<file path="config.mk">
export PLATFORM = sky130hd
export DESIGN_NAME = lcd_bus_monitor
export DESIGN_NICKNAME = d
export VERILOG_FILES = /design/src/rtl/lcd_bus_monitor.sv
export SDC_FILE = /design/constraint.sdc
export NUM_CORES = 1
export LEC_CHECK = 0
export CAP_MARGIN = 20
export CORE_MARGIN = 5
export CORE_UTILIZATION = 61
export CTS_CLUSTER_DIAMETER = 150
export DETAILED_ROUTE_END_ITERATION = 12
export PLACE_DENSITY = 0.84
export SLEW_MARGIN = 0
export SYNTH_ARGS = -nofsm -noshare
export SYNTH_HDL_FRONTEND = slang
export SYNTH_SLANG_ARGS = --single-unit
</file>
<file path="constraint.sdc">
create_clock -name clk -period 3.9 [get_ports clk]
set_input_delay 0.39 -clock clk [delete_from_list [all_inputs] [get_ports clk]]
set_output_delay 0.39 -clock clk [all_outputs]
set_load 0.005 [all_outputs]
</file>
<file path="src/rtl/lcd_bus_monitor.sv">
// ----------------------------------------------------------------------------
// lcd_bus_monitor
//   Receive-side model of a 4-bit character-LCD bus. It watches the
//   LCD_E/LCD_RS/LCD_RW/SF_D lines driven by an LCD controller, walks the
//   0x3,0x3,0x3,0x2 wake-up sequence, then pairs nibbles into bytes, tracks
//   the DDRAM cursor and flags protocol/timing violations as sticky bits.
//
// Ports
//   clk          system clock (single domain)
//   reset        synchronous, active-high
//   LCD_E        enable strobe; a byte/nibble is taken on its falling edge
//   LCD_RS       0 = command, 1 = data
//   LCD_RW       must be 0; a strobe with RW=1 is flagged and ignored
//   SF_D[3:0]    data nibble
//   byte_valid   one-cycle strobe qualifying byte_rs/byte_data/byte_addr
//   byte_rs      RS of the emitted byte
//   byte_data    assembled byte {upper, lower}
//   byte_addr    DDRAM address written by a data byte (0 for commands)
//   ddram_addr   current cursor address
//   mode_4bit    wake-up complete, nibble pairing active
//   err_pulse    sticky: E high shorter than E_MIN_HIGH
//   err_gap      sticky: inter-strobe gap too short
//   err_rw       sticky: strobe seen with LCD_RW=1
//   err_seq      sticky: bad wake-up nibble or RS mismatch within a pair
// ----------------------------------------------------------------------------
module lcd_bus_monitor #(
    parameter int E_MIN_HIGH    = 12,
    parameter int NIB_GAP_MIN   = 50,
    parameter int CMD_GAP_MIN   = 2000,
    parameter int CLEAR_GAP_MIN = 82000
) (
    input  logic       clk,
    input  logic       reset,
    input  logic       LCD_E,
    input  logic       LCD_RS,
    input  logic       LCD_RW,
    input  logic [3:0] SF_D,
    output logic       byte_valid,
    output logic       byte_rs,
    output logic [7:0] byte_data,
    output logic [6:0] byte_addr,
    output logic [6:0] ddram_addr,
    output logic       mode_4bit,
    output logic       err_pulse,
    output logic       err_gap,
    output logic       err_rw,
    output logic       err_seq
);

    typedef enum logic [2:0] {INIT0, INIT1, INIT2, INIT3, S_HI, S_LO} state_t;

    state_t      state;

    // First stage registers the bus; second stage holds the values from the
    // previous cycle, so at a detected fall it still carries the nibble/RS/RW
    // sampled on the last edge that saw E high.
    logic        e_q, rs_q, rw_q;
    logic [3:0]  d_q;
    logic        e_p, rs_p, rw_p;
    logic [3:0]  d_p;

    logic [15:0] hi_cnt;
    logic [16:0] gap_cnt;
    logic [3:0]  upper;
    logic        upper_rs;
    logic        last_clear;   // last emitted byte was command 0x01..0x03

    logic        fall, rise;
    logic [16:0] gap_min;
    logic [7:0]  assembled;
    logic [3:0]  init_nib;

    assign fall      = e_p & ~e_q;
    assign rise      = e_q & ~e_p;
    assign assembled = {upper, d_p};
    assign init_nib  = (state == INIT3) ? 4'h2 : 4'h3;

    // NOTE: every always_comb output gets a default first so no path can
    // leave it unassigned and infer a latch.
    always_comb begin
        gap_min = '0;
        case (state)
            S_LO:    gap_min = 17'(NIB_GAP_MIN);
            S_HI:    gap_min = last_clear ? 17'(CLEAR_GAP_MIN) : 17'(CMD_GAP_MIN);
            default: gap_min = '0;
        endcase
    end

    // Cursor advance with the 2-line wrap of a 2x40 display.
    function automatic logic [6:0] next_addr(input logic [6:0] a);
        if (a == 7'h27)      return 7'h40;
        else if (a == 7'h67) return 7'h00;
        else                 return a + 7'd1;
    endfunction

    // NOTE: sequential state uses non-blocking assignments so every register
    // samples pre-edge values regardless of statement order.
    always_ff @(posedge clk) begin
        if (reset) begin
            e_q        <= 1'b0;
            rs_q       <= 1'b0;
            rw_q       <= 1'b0;
            d_q        <= '0;
            e_p        <= 1'b0;
            rs_p       <= 1'b0;
            rw_p       <= 1'b0;
            d_p        <= '0;
            hi_cnt     <= '0;
            gap_cnt    <= '1;   // saturated: first strobe never trips err_gap
            state      <= INIT0;
            upper      <= '0;
            upper_rs   <= 1'b0;
            last_clear <= 1'b0;
            byte_valid <= 1'b0;
            byte_rs    <= 1'b0;
            byte_data  <= '0;
            byte_addr  <= '0;
            ddram_addr <= '0;
            mode_4bit  <= 1'b0;
            err_pulse  <= 1'b0;
            err_gap    <= 1'b0;
            err_rw     <= 1'b0;
            err_seq    <= 1'b0;
        end else begin
            e_q  <= LCD_E;
            rs_q <= LCD_RS;
            rw_q <= LCD_RW;
            d_q  <= SF_D;
            e_p  <= e_q;
            rs_p <= rs_q;
            rw_p <= rw_q;
            d_p  <= d_q;

            byte_valid <= 1'b0;

            if (e_q) begin
                if (hi_cnt != '1) hi_cnt <= hi_cnt + 16'd1;
            end else begin
                hi_cnt <= '0;
            end

            if (gap_cnt != '1) gap_cnt <= gap_cnt + 17'd1;

            if (rise && (gap_cnt < gap_min)) err_gap <= 1'b1;

            if (fall) begin
                if (rw_p) begin
                    // Read strobes are flagged only; state, cursor and the
                    // gap reference are left untouched.
                    err_rw <= 1'b1;
                end else begin
                    gap_cnt <= '0;
                    if (hi_cnt < 16'(E_MIN_HIGH)) err_pulse <= 1'b1;

                    case (state)
                        INIT0, INIT1, INIT2, INIT3: begin
                            if (d_p == init_nib && !rs_p) begin
                                case (state)
                                    INIT0:   state <= INIT1;
                                    INIT1:   state <= INIT2;
                                    INIT2:   state <= INIT3;
                                    default: begin
                                        state     <= S_HI;
                                        mode_4bit <= 1'b1;
                                    end
                                endcase
                            end else begin
                                // A stray 0x3 is treated as the first wake-up nibble.
                                err_seq <= 1'b1;
                                state   <= (d_p == 4'h3) ? INIT1 : INIT0;
                            end
                        end
                        S_HI: begin
                            upper    <= d_p;
                            upper_rs <= rs_p;
                            state    <= S_LO;
                        end
                        default: begin   // S_LO
                            state <= S_HI;
                            if (rs_p != upper_rs) begin
                                err_seq <= 1'b1;
                            end else begin
                                byte_valid <= 1'b1;
                                byte_rs    <= upper_rs;
                                byte_data  <= assembled;
                                if (upper_rs) begin
                                    byte_addr  <= ddram_addr;
                                    ddram_addr <= next_addr(ddram_addr);
                                    last_clear <= 1'b0;
                                end else begin
                                    byte_addr  <= '0;
                                    last_clear <= (assembled inside {8'h01, 8'h02, 8'h03});
                                    if (assembled[7])
                                        ddram_addr <= assembled[6:0];
                                    else if (assembled inside {8'h01, 8'h02, 8'h03})
                                        ddram_addr <= '0;
                                end
                            end
                        end
                    endcase
                end
            end
        end
    end

endmodule
</file>
# Word-level counts from Yosys, hierarchy flattened
# Index checks and enable logic that the tools add are counted.
# op_classes
add_sub_neg	3
n_lt_le_gt_ge	2
n_eq_ne	16
n_mux	21
n_bitwise	10
n_reduce_logical	20
# op_table
op	n
two-way mux 17 bit	4
two-way mux 7 bit	6
case mux 17 bit (2 select lines)	1
adder 17 x 1 -> 17 bit (second input constant)	1
less-than comparator 17 bit	1
inequality test 17 bit (second input constant)	1
adder 16 x 1 -> 16 bit (second input constant)	1
equality test 8 x 2 -> 1 bit (second input constant)	2
less-than comparator 16 x 4 -> 1 bit (second input constant)	1
inequality test 16 bit (second input constant)	1
AND reduction 5 bit	3
case mux 3 bit (3 select lines)	1
equality test 8 x 1 -> 1 bit (second input constant)	1
NOT 1 bit	8
OR reduction 8 bit	1
adder 7 x 1 -> 7 bit (second input constant)	1
equality test 7 x 6 -> 1 bit (second input constant)	1
equality test 7 bit (second input constant)	1
equality test 3 x 2 -> 1 bit (second input constant)	2
equality test 3 bit (second input constant)	2
two-way mux 1 bit	6
case mux 3 bit (2 select lines)	1
AND reduction 3 bit	2
nonzero test 3 bit	2
18 further kinds	21
# word_totals
ff_bits	85

# Logic depth before layout (Yosys ltp)
# Gate-level depths: netlist (run 1).
# depth
word_depth	6
mapped_depth	10
depth_no_buf	9

# Least setup slack after synthesis (run 1)
# OpenSTA, ideal clock, no wires.
# synth_timing
path_kind	register to register
from	reg state[2]
to	reg err_gap
arrival_ns	2.152
t_required_ns	3.822
path_slack_ns	1.670
path_stages_with_launch	11
path_buffers	1
path_cell_list	dfxtp_1 > clkbuf_1 > nor2b_1 > inv_1 > or3_1 > ha_1 > a21oi_1 > a21boi_0 > o31ai_1 > a31oi_1 > nor3_1
# synth_between
elab_chain_len	4
elab_cells_between_ends	5
cone_classes	order compare (1); eq/ne (2); mux (1); reduce/logical (1)
# synth_lines
item	line_no	source
start: declaration	52	state_t state;
start signal: assignment	170	state <= (d_p == 4'h3) ? INIT1 : INIT0;
equality test 3 bit	82	case (state)
case mux 17 bit (2 select lines) *	82	
less-than comparator 17 bit *	144	if (rise && (gap_cnt < gap_min)) err_gap <= 1'b1;
logical AND 1 bit *	144	
end signal: assignment	121	err_gap <= 1'b0;
end signal: assignment	144	
end: declaration	45	output logic err_gap,
# Mark *: on every way between the ends. The rest lies on a longest branch, timed or not.
# A chain may end at the register's enable or synchronous reset.

# Final worst setup path (run 1)
# layout_timing
from	reg e_p
to	reg ddram_addr[4]
# layout_between
elab_chain_len	2
# layout_lines
item	line_no	source
start: declaration	59	logic e_p, rs_p, rw_p;
start signal: assignment	129	e_p <= e_q;
AND 1 bit	73	assign fall = e_p & ~e_q;
AND reduction 5 bit (no source line)	--	
end signal: assignment	188	ddram_addr <= next_addr(ddram_addr);
end signal: assignment	194	ddram_addr <= assembled[6:0];
end: declaration	42	output logic [6:0] ddram_addr,
# Every way passes these cells.

==> results of run 1 <==
-- layer usage --
| layer | part of all wire | GRT usage | routed length (um) | vias to the layer above |
|---|---|---|---|---|
| li1 | - | - | - | 1682 |
| met1 | 0.45 | 0.2687 | 3758 | 1589 |
| met2 | 0.49 | 0.3476 | 4048 | 85 |
| met3 | 0.051 | 0.05760 | 423 | 9 |
| met4 | 0.012 | 0.06824 | 104 | 0 |
| met5 | 0 | 0 | 0 | - |
-- cell usage after synthesis (6+ instances only) --
| cell | instances |
|---|---|
| nor3_1 | 13 |
| a21oi_1 | 32 |
| o21ai_0 | 14 |
| nor2_1 | 50 |
| clkbuf_1 | 18 |
| a21o_1 | 11 |
| a31oi_1 | 9 |
| nand3_1 | 28 |
| nand2_1 | 32 |
| inv_1 | 10 |
| dfxtp_1 | 85 |
| nand4_1 | 9 |
| a22oi_1 | 7 |
| ha_1 | 12 |
| xnor2_1 | 14 |
| nand2b_1 | 6 |
| mux2i_1 | 13 |
| nor4_1 | 6 |
| nor2b_1 | 17 |
-- how the worst max path moves through the flow --
stage / start / end / slack (ns) / cells after the start
2_1_floorplan: state[2]$_SDFFE_PP0P_ / err_gap$_SDFFE_PP0P_ / 1.67 / 10
3_3_place_gp: e_p$_SDFF_PP0_ / ddram_addr[4]$_SDFFE_PP0P_ / 1.47 / 5
3_5_place_dp: e_p$_SDFF_PP0_ / ddram_addr[4]$_SDFFE_PP0P_ / 1.35 / 5
4_1_cts: e_p$_SDFF_PP0_ / ddram_addr[4]$_SDFFE_PP0P_ / 1.28 / 5
5_1_grt: e_p$_SDFF_PP0_ / ddram_addr[4]$_SDFFE_PP0P_ / 1.09 / 5
6_report: e_p$_SDFF_PP0_ / ddram_addr[4]$_SDFFE_PP0P_ / 1.30 / 5
-- cell families after synthesis --
family          count (synthesis)  share of synthesized area
buf+inv                        29                    0.02883
fa+ha+maj                      12                    0.03844
mux                            13                    0.03331
compound gates                105                     0.1819
xor+xnor                       17                    0.03812
simple gates                  186                     0.2438
flops                          85                     0.4356
-- layout make-up --
type / count / area (sq um)
clock buffer: 9 / 123.9
clock inverter: 7 / 126.4
fill: 502 / 1727
inverter: 10 / 37.54
multi-input combinational: 333 / 2092
sequential: 85 / 1702
tap: 77 / 96.34
timing repair buffer: 38 / 372.9
-- sequential cells by signal, indices dropped and copies added, names as in the netlist, 3 cells and up --
register,count
gap_cnt,17
d_p,4
hi_cnt,16
d_q,4
ddram_addr,7
state,3
byte_data,8
upper,4
byte_addr,7
-- power by group --
part / switching, mW / total, mW / leakage [nW] / internal, mW
Sequential: 0.113 / 1.06 / 0.692 / 0.949
Combinational: 0.294 / 0.559 / 0.867 / 0.265
Clock: 0.330 / 0.764 / 0.122 / 0.434
==> flow_metrics.env, run 1 <==
export IMPL_antenna_found_initial=0
export IMPL_postLayoutCellArea_sq_mm=0.004551
export IMPL_fp_dieH_um=90.03
export IMPL_slowest_delay_ns=0.64
export IMPL_slew_headroom=0.5171
export IMPL_grt_use_total=0.2114
export IMPL_clock_path_buffers=2
export IMPL_io_buffers=37
export IMPL_timing_fmax_mhz=384.5
export IMPL_drv_cap=0
export IMPL_ys_ff_latch=85
export IMPL_std_cell_rows=29
export IMPL_die_x_um=90.03
export IMPL_grt_pass1_wl_um=14610
export IMPL_crit_path_start_kind="register"
export IMPL_grt_ovfl_total=0
export IMPL_final_cell_mix="85 x dfxtp_1, 50 x nor2_1, 36 x clkdlybuf4s50_1, 32 x nand2_1, 32 x a21oi_1"
export IMPL_crit_buf_inv=0
export IMPL_drive_gt1_frac=0.06432
export IMPL_avgSynthCellArea_sq_um=8.739
export IMPL_clkTransAtPathRegs_ns=0.09
export IMPL_p_total_mw=2.385
export IMPL_post_cts_setup_buffer_count=0
export IMPL_r2r_cells=5
export IMPL_setup_viol=0
export IMPL_holdCritStartpoint="rs_q$_SDFF_PP0_"
export IMPL_worstPathMaxFanout=18
export IMPL_routabilityCongestion=0.8697
export IMPL_syn_to_final_growth_pct=16.50
export IMPL_firstDrtPassIters=5
export IMPL_grt_max_degree=71
export IMPL_hold_class="reg -> reg"
export IMPL_dp_cells=543
export IMPL_synthTopCellsByArea="dfxtp_1 44%, nor2_1 4.8%, a21oi_1 4.1%"
export IMPL_postCtsHoldBufs=0
export IMPL_clock_sinks=85
export IMPL_wl_per_cell_um=14.91
export IMPL_synth_edff_count=0
export IMPL_pre_cts_ws_ns=1.351
export IMPL_timing_final_crit_period_ns=2.601
export IMPL_antenna_left=0
export IMPL_rr_endpoint="ddram_addr[4]$_SDFFE_PP0P_"
export IMPL_required_ns=4.16
export IMPL_seq_area_frac_synth=0.4356
export IMPL_fin_worst_skew_ns=0.01160
export IMPL_ir_drop_uv=477.3
export IMPL_crit_arrival_ns=2.86
export IMPL_final_common_cell="dfxtp_1"
export IMPL_initial_core_util=0.6223
export IMPL_slowest_stage="nor3b_4"
export IMPL_synth_ff_type="dfxtp_1"
export IMPL_worst_slew_pin_slew_ns=0.7223
export IMPL_ctsResizeCount=0
export IMPL_criticalPathCategory="reg -> reg"
export IMPL_grt_pass1_vias=3176
export IMPL_hpwl_um=5720
export IMPL_cts_tree="done"
export IMPL_holdWs_ns=0.4483
export IMPL_fin_ws_ns=1.299
export IMPL_outcome="completed"
export IMPL_dpl_instance_area_sq_mm=0.004300
export IMPL_nets=498
export IMPL_p_per_area_mw_per_mm2=524.0
export IMPL_synth_largest_area_cell="dfxtp_1"
export IMPL_r2r_setup_slack_ns=1.30
export IMPL_rsz0062_at_grt="no"
export IMPL_p_leak_nw=1.681
export IMPL_end_kind="register"
export IMPL_tns_ns=0
export IMPL_diodes=0
export IMPL_drc=0
export IMPL_slew_violations=0
export IMPL_cpLargestDelayFamily="compound AO/OA/AOI/OAI gates"
export IMPL_async_flop_share=0
export IMPL_reg2reg_from="e_p$_SDFF_PP0_"
export IMPL_whs_path_depth=1
export IMPL_postLayoutCoreUtil=0.7249
export IMPL_yosysWarningCount=0
export IMPL_crit_chain="nor3b_4, o2111ai_4, a21oi_2, a21oi_1, a311oi_1"
export IMPL_synth_cell_type_count=54
export IMPL_wl_um=8334
export IMPL_drt_iter0_drc=159
export IMPL_syn_area_sq_mm=0.003906
export IMPL_clkLatencyLatePin_ns=0.36
export IMPL_core_sq_mm=0.006277
export IMPL_min_period_over_period=0.6668
export IMPL_final_cells=559
export IMPL_synth_top_area_frac=0.4356
export IMPL_numCtsBuffers=9
export IMPL_viasPerCell=6.020
export IMPL_die_area_sq_mm=0.008105
export IMPL_clockRootBuffer="clkbuf_8"
export IMPL_finalHoldViolations=0
export IMPL_hold_end="rs_p$_SDFF_PP0_"
export IMPL_syn_nets=468
export IMPL_syn_inst=447
export IMPL_cts_htree_levels=3
export IMPL_io_pins=38
export IMPL_vias=3365
No activity file was read; power rests on OpenSTA's default activity.
==> run 2: changes to the inputs <==
--- a/config.mk
+++ b/config.mk
@@ -7,10 +7,10 @@
 export LEC_CHECK = 0
 export CAP_MARGIN = 20
 export CORE_MARGIN = 5
-export CORE_UTILIZATION = 61
+export CORE_UTILIZATION = 57
 export CTS_CLUSTER_DIAMETER = 150
 export DETAILED_ROUTE_END_ITERATION = 12
-export PLACE_DENSITY = 0.84
+export PLACE_DENSITY = 0.8
 export SLEW_MARGIN = 0
 export SYNTH_ARGS = -nofsm -noshare
 export SYNTH_HDL_FRONTEND = slang
==> constraint.sdc (replaced) <==
create_clock -name clk -period 2.56 [get_ports clk]
set_input_delay 0.256 -clock clk [delete_from_list [all_inputs] [get_ports clk]]
set_output_delay 0.256 -clock clk [all_outputs]
set_load 0.005 [all_outputs]
==> flow_metrics.env, run 2 (synthesis results as in run 1) <==
export IMPL_required_ns=2.84
export IMPL_largest_register_ffs=17
export IMPL_grt_use_total=0.1993
export IMPL_numCtsBuffers=9
export IMPL_highest_layer="met4"
export IMPL_cts_htree_levels=3
export IMPL_outcome="completed"
export IMPL_wl_met1_um=3864
export IMPL_die_x_um=92.79
export IMPL_firstDrtPassIters=4
export IMPL_rsz0062_at_grt="no"
export IMPL_syn_to_final_growth_pct=15.82
export IMPL_drive_gt1_frac=0.07216
export IMPL_r2r_setup_slack_ns=0.22
export IMPL_io_pins=38
export IMPL_crit_path_start_kind="register"
export IMPL_post_cts_setup_buffer_count=0
export IMPL_timing_final_crit_period_ns=2.341
export IMPL_core_sq_mm=0.006719
export IMPL_p_switching_mw=1.156
export IMPL_grt_ovfl_total=0
export IMPL_p_clk_frac=0.274
export IMPL_seqCellArea_sq_mm=0.001703
export IMPL_p_seq_frac=0.477
export IMPL_drc=0
export IMPL_postLayoutCellArea_sq_mm=0.004524
export IMPL_final_common_cell="dfxtp_1"
export IMPL_wl_met3_um=428
export IMPL_setup_viol=0
export IMPL_p_leak_nw=1.672
export IMPL_path_depth=9
export IMPL_clockRootBuffer="clkbuf_8"
export IMPL_die_area_sq_mm=0.008609
export IMPL_std_cell_rows=30
export IMPL_wl_met2_um=3950
export IMPL_p_per_area_mw_per_mm2=749.3
export IMPL_fp_dieH_um=92.79
export IMPL_hold_class="in -> reg"
export IMPL_slew_violations=0
export IMPL_grt_max_degree=71
export IMPL_multi_input_area_sq_mm=0.002092
export IMPL_io_buffers=37
export IMPL_nets=501
export IMPL_p_sw_frac=0.3410
export IMPL_clock_sinks=85
export IMPL_drt_iter0_drc=186
export IMPL_wl_um=8309
export IMPL_largest_register="gap_cnt"
export IMPL_viasPerCell=5.945
export IMPL_ir_drop_uv=541.5
export IMPL_end_kind="register"
export IMPL_slowest_delay_ns=0.41
export IMPL_worstPathMaxFanout=7
export IMPL_clkTransAtPathRegs_ns=0.10
export IMPL_final_cell_mix="84 x dfxtp_1, 50 x nor2_1, 36 x clkdlybuf4s50_1, 32 x nand2_1, 32 x a21oi_1"
export IMPL_whs_path_depth=2
export IMPL_worst_slew_pin_slew_ns=0.7138
export IMPL_tns_ns=0
export IMPL_crit_arrival_ns=2.63
export IMPL_drv_cap=0
export IMPL_hpwl_um=5895
export IMPL_dpl_instance_area_sq_mm=0.004327
export IMPL_cpLargestDelayFamily="simple AND/OR/NAND/NOR gates"
export IMPL_p_total_mw=3.390
export IMPL_vias=3359
export IMPL_initial_core_util=0.5814
export IMPL_crit_chain="nor2b_1, inv_1, or3_1, ha_1, a21oi_1, a21boi_0, o31ai_1, a31oi_1, nor3_1"
export IMPL_fillCellCount=541
export IMPL_antenna_found_initial=0
export IMPL_clkLatencyLatePin_ns=0.37
export IMPL_combPwrFrac=0.248
export IMPL_clock_path_buffers=2
export IMPL_largest_registers="gap_cnt (17), hi_cnt (16), byte_data (8)"
export IMPL_slew_headroom=0.5198
export IMPL_grt_pass1_vias=3057
export IMPL_routabilityCongestion=0.8654
export IMPL_finalHoldViolations=0
export IMPL_min_period_over_period=0.9144
export IMPL_timing_fmax_mhz=427.2
export IMPL_grt_pass1_wl_um=14050
export IMPL_intPower_mw=2.234
export IMPL_diodes=0
export IMPL_cts_tree="done"
export IMPL_antenna_left=0
export IMPL_r2r_cells=9
export IMPL_slowest_stage="dfxtp_2"
export IMPL_wl_per_cell_um=14.71
export IMPL_criticalPathCategory="reg -> reg"
export IMPL_fin_worst_skew_ns=0.01061
export IMPL_crit_buf_inv=1
[run 2: layout make-up]
class | count | share of cell area
clock buffer | 9 | 0.02738
clock inverter | 7 | 0.01604
inverter | 10 | 0.008296
multi-input combinational | 333 | 0.4624
sequential | 85 | 0.3764
tap | 80 | 0.02212
timing repair buffer | 41 | 0.08739
[run 2: worst reg2reg max path, delay by kind of cell (launching register included)]
kind                     cells  cell delay (ns)
adder cells (fa/ha/maj)      1             0.32
AND/OR/NAND/NOR              3             0.81
AO/OA/AOI/OAI                4             0.61
flip-flops                   1             0.41
buffers and inverters        1             0.11
[run 2: path summary, 6_finish.rpt]
check,from,to
setup / recovery,state[2]$_SDFFE_PP0P_,err_gap$_SDFFE_PP0P_
hold / removal,SF_D[3],d_q[3]$_SDFF_PP0_
setup reg to reg,state[2]$_SDFFE_PP0P_,err_gap$_SDFFE_PP0P_
hold reg to reg,d_q[1]$_SDFF_PP0_,d_p[1]$_SDFF_PP0_
[run 2: what timing repair did]
action,4_1_cts,5_1_grt
hold buffers,0,0
endpoints found under the setup margin,0,1
gates resized for setup,0,1
[run 2: routing by layer]
layer | global-route usage | vias to the layer above
met3 | 0.06255 | 7
met5 | 0 | -
met4 | 0.04884 | 0
met2 | 0.3119 | 84
met1 | 0.2678 | 1578
li1 | - | 1690
[run 2: power by group through the flow]
stage / clock network, mW / logic (mW) / registers [mW]
after global routing: 1.01 / 0.953 / 1.64
after global placement: 0 / 0.801 / 1.64
after floorplan: 0 / 0.692 / 1.59
final: 0.929 / 0.842 / 1.62
after CTS: 0.954 / 0.842 / 1.62
after detailed placement: 0 / 0.835 / 1.65
[run 2: stage by stage]
stage	std cells	hold WS, ns	utilization	setup slack, ns
floorplan	447	0.3842	-	0.3297
global placement	549	0.4163	0.6439	0.3423
detailed placement	549	0.4223	0.6439	0.1578
CTS	565	0.4167	0.6732	0.1462
global route	565	0.4118	0.6734	0.06603
finish	565	0.4319	0.6734	0.2190
